<file path="src/rtl/ysyx_2022040010_mem.sv">
// Memory-access stage: registers the EX bundle, runs loads/stores over a valid/ready dmem port
// and packs the MEM-to-WB bus. Define MEM_MISALIGN_CHK_EN to trap accesses that are not size-aligned.
module ysyx_2022040010_mem #(
   parameter int ADDR_W = 64
) (
   input  logic              clk,
   input  logic              rst,
   input  logic [5:0]        stall,
   input  logic [269:0]      ex_to_mem_bus,
   output logic [200:0]      mem_to_wb_bus,
   output logic              stallreq_mem,
   output logic              dmem_req_valid,
   input  logic              dmem_req_ready,
   output logic              dmem_req_wr,
   output logic [ADDR_W-1:0] dmem_req_addr,
   output logic [63:0]       dmem_req_wdata,
   output logic [7:0]        dmem_req_wmask,
   input  logic              dmem_resp_valid,
   input  logic [63:0]       dmem_resp_rdata
`ifdef MEM_MISALIGN_CHK_EN
  ,output logic              misalign_err
`endif
);

   typedef struct packed {
      logic [1:0]  sp_bus;
      logic        op_sp;
      logic [63:0] next_pc;
      logic [63:0] pc;
      logic        mem_en;
      logic        mem_wr;
      logic [1:0]  mem_size;
      logic        mem_unsigned;
      logic        rf_we;
      logic [4:0]  rf_waddr;
      logic [63:0] alu_result;
      logic [63:0] store_data;
   } ex_bus_t;

   typedef struct packed {
      logic [1:0]  sp_bus;
      logic        op_sp;
      logic [63:0] next_pc;
      logic [63:0] pc;
      logic        rf_we;
      logic [4:0]  rf_waddr;
      logic [63:0] rf_wdata;
   } wb_bus_t;

   typedef enum logic [1:0] {S_IDLE, S_REQ, S_WAIT, S_DONE} state_t;

   ex_bus_t     ex_q;
   state_t      state_q, state_d;
   logic [63:0] rdata_q;
   logic [2:0]  size_mask, off;
   logic [7:0]  lane_mask;
   logic [63:0] rep_wdata, shifted, load_data, wb_rf_wdata;
   logic        wb_rf_we, req_valid, err_pulse, misaligned, sext;
   wb_bus_t     wb;

   // NOTE: sequential state uses non-blocking assignments so every register samples pre-edge values.
   always_ff @(posedge clk) begin
      if (!rst) begin
         ex_q    <= '0;
         state_q <= S_IDLE;
         rdata_q <= '0;
      end else begin
         if (!stall[2]) ex_q <= ex_to_mem_bus;
         state_q <= state_d;
         if (state_q == S_WAIT && dmem_resp_valid) rdata_q <= dmem_resp_rdata;
      end
   end

   // Per-size lane geometry and store-data replication.
   always_comb begin
      size_mask = 3'b000;
      lane_mask = 8'h01;
      rep_wdata = {8{ex_q.store_data[7:0]}};
      unique case (ex_q.mem_size)
         2'd0: ;
         2'd1: begin
            size_mask = 3'b001;
            lane_mask = 8'h03;
            rep_wdata = {4{ex_q.store_data[15:0]}};
         end
         2'd2: begin
            size_mask = 3'b011;
            lane_mask = 8'h0F;
            rep_wdata = {2{ex_q.store_data[31:0]}};
         end
         2'd3: begin
            size_mask = 3'b111;
            lane_mask = 8'hFF;
            rep_wdata = ex_q.store_data;
         end
      endcase
   end

   assign off     = ex_q.alu_result[2:0] & ~size_mask;
   assign shifted = rdata_q >> {off, 3'b000};
   assign sext    = ~ex_q.mem_unsigned;

   always_comb begin
      load_data = shifted;
      unique case (ex_q.mem_size)
         2'd0: load_data = {{56{sext & shifted[7]}},  shifted[7:0]};
         2'd1: load_data = {{48{sext & shifted[15]}}, shifted[15:0]};
         2'd2: load_data = {{32{sext & shifted[31]}}, shifted[31:0]};
         2'd3: load_data = shifted;
      endcase
   end

`ifdef MEM_MISALIGN_CHK_EN
   assign misaligned   = |(ex_q.alu_result[2:0] & size_mask);
   assign misalign_err = err_pulse;
`else
   assign misaligned = 1'b0;
   logic unused_err;
   assign unused_err = err_pulse;
`endif

   // NOTE: every signal driven here gets a default first, so no branch can leave a latch behind.
   always_comb begin
      state_d      = state_q;
      stallreq_mem = 1'b0;
      req_valid    = 1'b0;
      err_pulse    = 1'b0;
      wb_rf_we     = ex_q.rf_we;
      wb_rf_wdata  = ex_q.alu_result;
      unique case (state_q)
         S_IDLE: begin
            if (ex_q.mem_en) begin
               stallreq_mem = 1'b1;
               if (misaligned) begin
                  err_pulse = 1'b1;
                  state_d   = S_DONE;
               end else begin
                  req_valid = 1'b1;
                  state_d   = dmem_req_ready ? S_WAIT : S_REQ;
               end
            end
         end
         S_REQ: begin
            stallreq_mem = 1'b1;
            req_valid    = 1'b1;
            if (dmem_req_ready) state_d = S_WAIT;
         end
         S_WAIT: begin
            stallreq_mem = 1'b1;
            if (dmem_resp_valid) state_d = S_DONE;
         end
         S_DONE: begin
            if (ex_q.mem_wr || misaligned) wb_rf_we = 1'b0;
            else wb_rf_wdata = load_data;
            if (!stall[2]) state_d = S_IDLE;
         end
      endcase
      // Reset silences the port in the cycle it is sampled, before the state register clears.
      if (!rst) begin
         stallreq_mem = 1'b0;
         req_valid    = 1'b0;
         err_pulse    = 1'b0;
      end
   end

   assign wb = '{sp_bus:   ex_q.sp_bus,
                 op_sp:    ex_q.op_sp,
                 next_pc:  ex_q.next_pc,
                 pc:       ex_q.pc,
                 rf_we:    wb_rf_we,
                 rf_waddr: ex_q.rf_waddr,
                 rf_wdata: wb_rf_wdata};

   assign mem_to_wb_bus  = (stallreq_mem || !rst) ? '0 : wb;

   assign dmem_req_valid = req_valid;
   assign dmem_req_wr    = req_valid & ex_q.mem_wr;
   assign dmem_req_addr  = req_valid ? {ex_q.alu_result[ADDR_W-1:3], 3'b000} : '0;
   assign dmem_req_wdata = (req_valid && ex_q.mem_wr) ? rep_wdata : '0;
   assign dmem_req_wmask = (req_valid && ex_q.mem_wr) ? (lane_mask << off) : '0;

   logic unused_stall;
   assign unused_stall = ^{stall[5:3], stall[1:0]};

endmodule
</file>
<file path="config.mk">
export PLATFORM = sky130hd
export DESIGN_NAME = ysyx_2022040010_mem
export DESIGN_NICKNAME = d
export VERILOG_FILES = /design/src/rtl/ysyx_2022040010_mem.sv
export SDC_FILE = /design/constraint.sdc
export NUM_CORES = 1
export LEC_CHECK = 0
export BUFFER_PORTS_ARGS = -buffer_cell sky130_fd_sc_hd__clkbuf_2
export CORE_AREA = 4 4 266 268
export DETAILED_ROUTE_END_ITERATION = 8
export DIE_AREA = 0 0 270 272
export GPL_ROUTABILITY_DRIVEN = 0
export SETUP_SLACK_MARGIN = 0.2
export SLEW_MARGIN = 40
export SYNTH_ARGS = -nofsm -noshare
export SYNTH_HDL_FRONTEND = slang
export SYNTH_SLANG_ARGS = --single-unit
export TNS_END_PERCENT = 10
</file>
<file path="constraint.sdc">
create_clock -name clk -period 3.3 [get_ports clk]
set_input_delay 0.495 -clock clk [delete_from_list [all_inputs] [get_ports clk]]
set_output_delay 0.495 -clock clk [all_outputs]
set_load 0.005 [all_outputs]
</file>
==> results of run 1 <==
[power by group through the flow]
stage	clock network, mW	logic [mW]	registers (mW)
6_report	4.85	3.41	4.65
2_1_floorplan	0	1.76	4.58
3_3_place_gp	0	3.09	4.71
4_1_cts	5.04	3.27	4.63
3_5_place_dp	0	3.11	4.71
5_1_grt	5.16	3.73	4.68
[worst paths after layout]
check / startpoint / end / depth (start not counted)
setup / recovery: ex_q[135]$_SDFFE_PN0N_ / mem_to_wb_bus[13] / 8
hold / removal: dmem_resp_rdata[9] / rdata_q[9]$_SDFFE_PN0P_ / 3
setup reg to reg: state_q[0]$_SDFFE_PN0P_ / rdata_q[59]$_SDFFE_PN0P_ / 6
hold reg to reg: rdata_q[13]$_SDFFE_PN0P_ / rdata_q[13]$_SDFFE_PN0P_ / 2
[what timing repair did]
action / in CTS / in global routing
setup buffers: 12 / 1
gates cloned: 3 / 0
gates resized for setup: 48 / 138
pin swaps: 11 / 54
setup endpoints to repair: 227 / 149
[per-stage QoR]
stage               instance area (µm²)  setup TNS [ns]  setup WS [ns]  cells  util, %
CTS                               23100          -0.153        -0.0328   3594     33.8
global placement                  21300               0          0.174   3502     31.2
floorplan                         17000               0          0.970   2060        -
finish                            23600         -0.0118       -0.00717   3606     34.6
global route                      23600           -1.35        -0.0844   3598     34.5
detailed placement                21300               0          0.157   3502     31.2
[worst min-delay path, cell delays in order]
cell and delay [ns]:
clkbuf_2 0.08, nand2_1 0.04, a21oi_1 0.05
[cell families after synthesis]
group | synth area share [%]
buffers and inverters | 5.05
other | 0.0221
AO/OA/AOI/OAI | 11.4
AND/OR/NAND/NOR | 23.7
multiplexers | 19.8
adder cells (fa/ha/maj) | 0.369
flip-flops | 39.7
[routing by layer]
layer  part of all wire (%)  GRT usage [%]
met2                     47           32.6
met3                    9.1           6.75
met4                    3.7           6.73
met5                   0.26              0
met1                     40           23.7
[cell usage after synthesis (4+ instances only)]
library cell and n:
o21ai_0 19, nand2_1 310, inv_1 17, o2bb2ai_1 7, buf_1 30, o311ai_1 6
and2_1 206, buf_6 7, o221ai_1 6, dfxtp_1 336, a22o_1 8, nand3_1 12
a21oi_1 170, nor2_1 274, a211oi_1 24, a221o_1 9, nor3_1 9, and3_1 17
mux2i_1 325, a211o_1 7, ha_1 5, clkbuf_1 105, mux2_2 8, o211ai_1 35
buf_2 27, nor2b_1 35, buf_4 8, nand2b_1 4
[registers in the layout, indices dropped and copies added (netlist names)]
name and cells:
state_q 2, rdata_q 64, ex_q 270
[cell type report]
class                      count  area [µm²]  area share, %
tap                          882        1100           4.67
clock buffer                  59        1250           5.28
sequential                   336        6750           28.6
inverter                      20        91.3          0.387
clock inverter                18         200          0.847
antenna                       11        27.5          0.116
multi-input combinational   1530        9830           41.6
timing repair buffer         750        4380           18.6
==> impl_metrics.json, run 1 <==
{
  "status": "finished, violations left",
  "failed_checks": "negative setup slack",
  "synth_area_leaders": "dfxtp_1 (40%), mux2i_1 (19%), and2_1 (7.6%), nand2_1 (6.9%), nor2_1 (6.1%)",
  "cts_tree": "done",
  "htree_levels": 2,
  "grt_max_degree": 149,
  "clk_latency_ns": 0.58,
  "num_vias": 17000,
  "cts.sinks": 336,
  "grt_pass1_vias": 16500,
  "crit_type": "register to output port",
  "postCtsHoldBufs": 0,
  "die_area_mm2": 0.0734,
  "die_x_um": 270,
  "crit_chain": "nor2b_4 -> mux2_4 -> a221o_2 -> nand3_1 -> nor3_2 -> buf_4 -> a221o_1 -> clkbuf_2",
  "num_rows": 96,
  "whs_ns": 0.136,
  "syn_inst": 2058,
  "wirelength_mm": 76.4,
  "io_pins": 684,
  "rrSetupSlack_ns": 1.60,
  "ys_ff_latch": 336,
  "clk_pin_slew_ns": 0.06,
  "cp_data_required_time_ns": 2.80,
  "rsz0062_at_grt": "yes",
  "worst-path-buf-inv": 2,
  "synth.distinct_cells": 56,
  "wire_per_inst_um": 21.2,
  "antenna_found_initial": 34,
  "start_kind": "register",
  "seq_area_frac_synth_pct": 39.7,
  "power.internal_mw": 8.66,
  "ant_nets": 0,
  "start_util_pct": 24.8,
  "hold_viol_final": 0,
  "drt-initial-drc-count": 1013,
  "final_layout_size_suffix_gt1_share_pct": 35.0,
  "drt-pass1-iter-count": 6,
  "syn_avg_cell_area_um2": 8.24,
  "arrival_ns": 2.81,
  "slowest_delay_ns": 0.44,
  "cts_root_buf": "clkbuf_16",
  "synth_top_area_share_pct": 39.7,
  "max-vdd-ir-drop_mv": 0.480,
  "min_path_type": "primary input to register",
  "grt_use_total_pct": 19.6,
  "grt_pass1_wl_mm": 110,
  "syn-cell-area_mm2": 0.0170,
  "cp_max_fo": 8,
  "final_common_cell": "clkbuf_2",
  "synth_area_leader_cell": "dfxtp_1",
  "ys.flop_type": "dfxtp_1",
  "power_frac_seq_pct": 36.0,
  "max_freq_mhz": 302,
  "p_sw_mw": 4.25,
  "setup_ws_ns": -0.00717,
  "cp_slowest_cell": "a221o_2",
  "async_reset_ff_share_pct": 0,
  "synth_edf_count": 0,
  "place_hpwl_mm": 58.1,
  "slew-limit-headroom_pct": 43.9,
  "cts_buffers": 43,
  "drv_slew": 0,
  "p_per_area_mw_per_mm2": 546,
  "skew_ns": 0.00991,
  "fillers": 7209,
  "crit_family": "compound AO/OA/AOI/OAI gates",
  "power_mw": 12.9,
  "tightest_slew_ns": 0.842,
  "io_buffers": 675,
  "core_mm2": 0.0683,
  "setup_viol": 2,
  "p_leak_nw": 11.0,
  "die_h_um": 272,
  "drcViolationCount": 0,
  "final_cell_mix": "clkbuf_2 (627), dfxtp_1 (329), mux2i_1 (325)",
  "via_per_inst": 4.71,
  "ys.warnings.count": 0,
  "clockPowerShare_pct": 37.6,
  "syn2layout_area_growth_pct": 39.3,
  "combPwrFrac_pct": 26.4,
  "end_kind": "output port",
  "fin_crit_sh_pct": 100,
  "drv_cap": 0,
  "final_nets": 3030,
  "cts.path.max_buffers": 3,
  "period_minus_slack_ns": 3.31,
  "overflow": 0,
  "p_sw_share_pct": 32.9
}
(Power assumes the default switching activity.)
==> inputs of run 2 (changes only) <==
--- a/config.mk
+++ b/config.mk
@@ -5,12 +5,13 @@
 export SDC_FILE = /design/constraint.sdc
 export NUM_CORES = 1
 export LEC_CHECK = 0
-export BUFFER_PORTS_ARGS = -buffer_cell sky130_fd_sc_hd__clkbuf_2
-export CORE_AREA = 4 4 266 268
+export CORE_AREA = 2 2 264 266
 export DETAILED_ROUTE_END_ITERATION = 8
-export DIE_AREA = 0 0 270 272
+export DIE_AREA = 0 0 266 268
+export DONT_BUFFER_PORTS = 1
 export GPL_ROUTABILITY_DRIVEN = 0
 export SETUP_SLACK_MARGIN = 0.2
+export SKIP_CTS_REPAIR_TIMING = 1
 export SLEW_MARGIN = 40
 export SYNTH_ARGS = -nofsm -noshare
 export SYNTH_HDL_FRONTEND = slang
==> impl_metrics.json, run 2 (synthesis gave the netlist of run 1 again) <==
{
  "top_regs": "ex_q (270), rdata_q (64), state_q (2)",
  "fillers": 7385,
  "p_leak_nw": 7.90,
  "clk_pin_slew_ns": 0.06,
  "regArea_mm2": 0.00674,
  "io_pins": 684,
  "cts.sinks": 336,
  "overflow": 0,
  "drt-initial-drc-count": 1089,
  "skew_ns": 0.0161,
  "multi_input_area_mm2": 0.00961,
  "core_mm2": 0.0682,
  "placed_cell_area_mm2": 0.0180,
  "crit_type": "register to output port",
  "io_buffers": 0,
  "end_kind": "output port",
  "tightest_slew_ns": 2.08,
  "final_cells": 2939,
  "setup_viol": 0,
  "final_common_cell": "dfxtp_1",
  "slew-limit-headroom_pct": -38.4,
  "wire_per_inst_um": 24.4,
  "die_h_um": 268,
  "wirelength_mm": 71.7,
  "clk_latency_ns": 0.58,
  "cts_tree": "done",
  "rsz0062_at_grt": "yes",
  "grt_pass1_vias": 13800,
  "place_hpwl_mm": 53.8,
  "period_minus_slack_ns": 3.23,
  "cp_max_fo": 10,
  "failed_checks": "max-slew violations",
  "min_path_type": "primary input to register",
  "hold_viol_final": 0,
  "max_freq_mhz": 309,
  "final_layout_size_suffix_gt1_share_pct": 11.1,
  "cts.path.max_buffers": 3,
  "max-vdd-ir-drop_mv": 0.332,
  "die_x_um": 266,
  "num_vias": 14600,
  "start_util_pct": 24.9,
  "cts_buffers": 42,
  "drv_slew": 136,
  "largest_reg_flops": 270,
  "htree_levels": 2,
  "drv_cap": 0,
  "p_per_area_mw_per_mm2": 600,
  "start_kind": "register",
  "die_area_mm2": 0.0713,
  "largest_register": "ex_q",
  "final_nets": 2369,
  "final_cell_mix": "dfxtp_1 (331), mux2i_1 (325), nand2_1 (308)",
  "cp_data_required_time_ns": 2.80,
  "antenna_found_initial": 25,
  "via_per_inst": 4.95,
  "drcViolationCount": 0,
  "syn2layout_area_growth_pct": 16.2,
  "drt-pass1-iter-count": 5,
  "grt_pass1_wl_mm": 98.0,
  "ant_nets": 0,
  "grt_max_degree": 272,
  "arrival_ns": 2.74,
  "grt_use_total_pct": 18.8,
  "status": "finished, violations left",
  "dp_cells": 2844,
  "fin_area_mm2": 0.0197,
  "num_rows": 96,
  "cts_root_buf": "clkbuf_16",
  "fin_crit_sh_pct": 97.9
}
## run 2: through the flow
stage	setup TNS, ns	power [mW]	setup WS [ns]	utilization (%)	hold slack [ns]
after global routing	-0.152	12.4	-0.0276	28.9	0.0347
after floorplan	0	6.34	0.970	-	0.436
after global placement	0	7.17	0.255	26.4	0.445
after CTS	-15.67	11.9	-0.383	28.4	0.00905
after detailed placement	0	7.20	0.250	26.4	0.448
final	0	11.8	0.0680	28.9	0.0462
## run 2: power breakdown
part	total, mW	switching, mW	internal [mW]	leakage [nW]
Combinational	2.57	1.67	0.892	4.49
Sequential	4.65	0.298	4.36	2.77
Clock	4.62	1.92	2.70	0.648
Total	11.8	3.90	7.94	7.90
## run 2: cell type report
type / count / area share (%)
clock inverters: 17 / 0.812
repair buffers: 90 / 4.04
flip-flops and latches: 336 / 34.2
diodes: 4 / 0.0508
inverters: 20 / 0.438
multi-input cells: 1529 / 48.8
repair inverters: 1 / 0.0381
well taps: 882 / 5.60
clock buffers: 60 / 6.09
## run 2: final timing paths
kind | slack (ns) | from | depth (start not counted) | endpoint
hold / removal | 0.05 | dmem_resp_rdata[55] | 2 | rdata_q[55]$_SDFFE_PN0P_
hold reg to reg | 0.46 | rdata_q[11]$_SDFFE_PN0P_ | 2 | rdata_q[11]$_SDFFE_PN0P_
setup reg to reg | 1.26 | state_q[0]$_SDFFE_PN0P_ | 6 | rdata_q[54]$_SDFFE_PN0P_
setup / recovery | 0.07 | ex_q[64]$_SDFFE_PN0N_ | 9 | mem_to_wb_bus[58]
## run 2: layer usage
metal | routed length (µm) | vias to the layer above | GRT usage, % | part of all wire (%)
met2 | 34000 | 674 | 31.4 | 47
met3 | 6790 | 136 | 6.69 | 9.5
met4 | 2340 | 32 | 6.95 | 3.3
met5 | 212 | - | 0 | 0.30
li1 | - | 6850 | - | -
met1 | 28300 | 6865 | 22.1 | 39
## run 2: critical path, cell delays in order (launching register included)
cell and delay, ns:
dfxtp_4 0.40, nor2b_4 0.17, buf_4 0.21, and3_1 0.21
o21ai_2 0.12, a31oi_4 0.32, buf_6 0.19, o211ai_1 0.15
a21oi_1 0.23, buf_4 0.15
==> inputs of run 3 (changes only) <==
--- a/config.mk
+++ b/config.mk
@@ -10,6 +10,7 @@
 export DIE_AREA = 0 0 266 268
 export DONT_BUFFER_PORTS = 1
 export GPL_ROUTABILITY_DRIVEN = 0
+export HOLD_SLACK_MARGIN = 0.1
 export SETUP_SLACK_MARGIN = 0.2
 export SKIP_CTS_REPAIR_TIMING = 1
 export SLEW_MARGIN = 40
==> impl_metrics.json, run 3 (synthesis gave the netlist of run 1 again) <==
{
  "slew-limit-headroom_pct": 11.8,
  "cp_data_required_time_ns": 2.80,
  "io_buffers": 0,
  "drt-initial-drc-count": 1226,
  "crit_type": "register to output port",
  "dp_cells": 2844,
  "final_cell_mix": "dfxtp_1 (331), mux2i_1 (325), nand2_1 (308)",
  "top_regs": "ex_q (270), rdata_q (64), state_q (2)",
  "p_leak_nw": 9.03,
  "pre_cts_slack_ns": 0.250,
  "period_minus_slack_ns": 3.23,
  "via_per_inst": 4.97,
  "place_hpwl_mm": 53.8,
  "grt_pass1_wl_mm": 98.0,
  "max-vdd-ir-drop_mv": 0.365,
  "crit_top_cell": "buf_4",
  "drv_cap": 0,
  "num_rows": 96,
  "slowest_delay_ns": 0.40,
  "io_pins": 684,
  "overflow": 0,
  "clk_pin_slew_ns": 0.06,
  "fin_crit_sh_pct": 97.9,
  "arrival_ns": 2.73,
  "status": "complete, no violations",
  "wirelength_mm": 74.8,
  "cp_max_fo": 10,
  "ant_nets": 0,
  "whs_ns": 0.0739,
  "drcViolationCount": 0,
  "skew_ns": 0.0134,
  "drt-pass1-iter-count": 5,
  "die_area_mm2": 0.0713,
  "hold_path_end": "ex_q[157]$_SDFFE_PN0N_",
  "setup_tns_ns": 0,
  "start_util_pct": 24.9,
  "min_from": "ex_to_mem_bus[157]",
  "htree_levels": 2,
  "hold_viol_final": 0,
  "final_layout_size_suffix_gt1_share_pct": 9.87,
  "largest_register": "ex_q",
  "final_nets": 2637,
  "num_vias": 15900,
  "cts_root_buf": "clkbuf_16",
  "final_cells": 3211,
  "final_common_cell": "dfxtp_1",
  "cp_slowest_cell": "dfxtp_4",
  "grt_max_degree": 272,
  "die_h_um": 268,
  "core_mm2": 0.0682,
  "end_kind": "output port",
  "p_per_area_mw_per_mm2": 542,
  "start_kind": "register",
  "antenna_found_initial": 26,
  "wire_per_inst_um": 23.3,
  "setup_ws_ns": 0.0703,
  "grt_use_total_pct": 18.8,
  "rsz0062_at_grt": "yes",
  "cts_tree": "done",
  "drv_slew": 0,
  "syn2layout_area_growth_pct": 32.2,
  "cts.sinks": 336,
  "grt_pass1_vias": 13800,
  "crit_chain": "nor2b_4 -> buf_4 -> and3_1 -> o21ai_2 -> a31oi_4 -> buf_6 -> o211ai_1 -> a21oi_1 -> buf_4",
  "cts.path.max_buffers": 3,
  "r2r-end": "rdata_q[54]$_SDFFE_PN0P_",
  "setup_viol": 0,
  "min_path_cells": 2,
  "largest_reg_flops": 270,
  "tightest_slew_ns": 1.32,
  "die_x_um": 266,
  "max_freq_mhz": 310,
  "clk_latency_ns": 0.58,
  "cts_buffers": 42,
  "final_util_pct": 32.9,
  "rrSetupSlack_ns": 1.23,
  "min_path_type": "primary input to register",
  "r2r_cells": 6,
  "timing.rr.start": "state_q[0]$_SDFFE_PN0P_"
}
[run 3: per-stage QoR]
step / power (mW) / area, µm²
after floorplan: 6.34 / 17000
after global placement: 7.17 / 18000
after detailed placement: 7.20 / 18000
after CTS: 11.9 / 19400
after global routing: 12.7 / 22400
final: 12.2 / 22400
[run 3: worst max path at each step]
stage	start	cells past startpoint	to	slack, ns
3_5_place_dp	ex_q[64]$_SDFFE_PN0N_	9	mem_to_wb_bus[57]	0.25
6_report	ex_q[64]$_SDFFE_PN0N_	9	mem_to_wb_bus[58]	0.07
5_1_grt	ex_q[64]$_SDFFE_PN0N_	9	mem_to_wb_bus[55]	-0.06
4_1_cts	ex_q[64]$_SDFFE_PN0N_	9	mem_to_wb_bus[57]	-0.38
2_1_floorplan	state_q[0]$_SDFFE_PN0P_	7	mem_to_wb_bus[13]	0.97
3_3_place_gp	ex_q[64]$_SDFFE_PN0N_	9	mem_to_wb_bus[58]	0.26
[run 3: critical path: cells and delay by family, from the launching register on]
family | cells | cell delay, ns
AND/OR/NAND/NOR | 2 | 0.38
AO/OA/AOI/OAI | 4 | 0.83
flip-flops | 1 | 0.40
buffers and inverters | 3 | 0.55
[run 3: metal layers]
layer,GRT usage (%),vias up,share of wire [%]
met4,6.95,32,3.3
met2,31.4,756,48
met5,0,-,0.29
met3,6.69,169,8.1
met1,22.1,7591,40
li1,-,7397,-
[run 3: final cells by class]
cell class | count | area, µm²
fillers | 7091 | 45800
multi-input cells | 1529 | 9610
flip-flops and latches | 336 | 6740
repair buffers | 358 | 3490
clock buffers | 60 | 1200
well taps | 882 | 1100
clock inverters | 17 | 160
inverters | 20 | 86.3
diodes | 8 | 20.0
repair inverters | 1 | 7.51
[run 3: where the power goes]
part / switching (mW) / total [mW] / internal, mW
Sequential: 0.302 / 4.66 / 4.36
Combinational: 1.78 / 2.88 / 1.09
Clock: 1.93 / 4.63 / 2.70
Total: 4.02 / 12.2 / 8.15
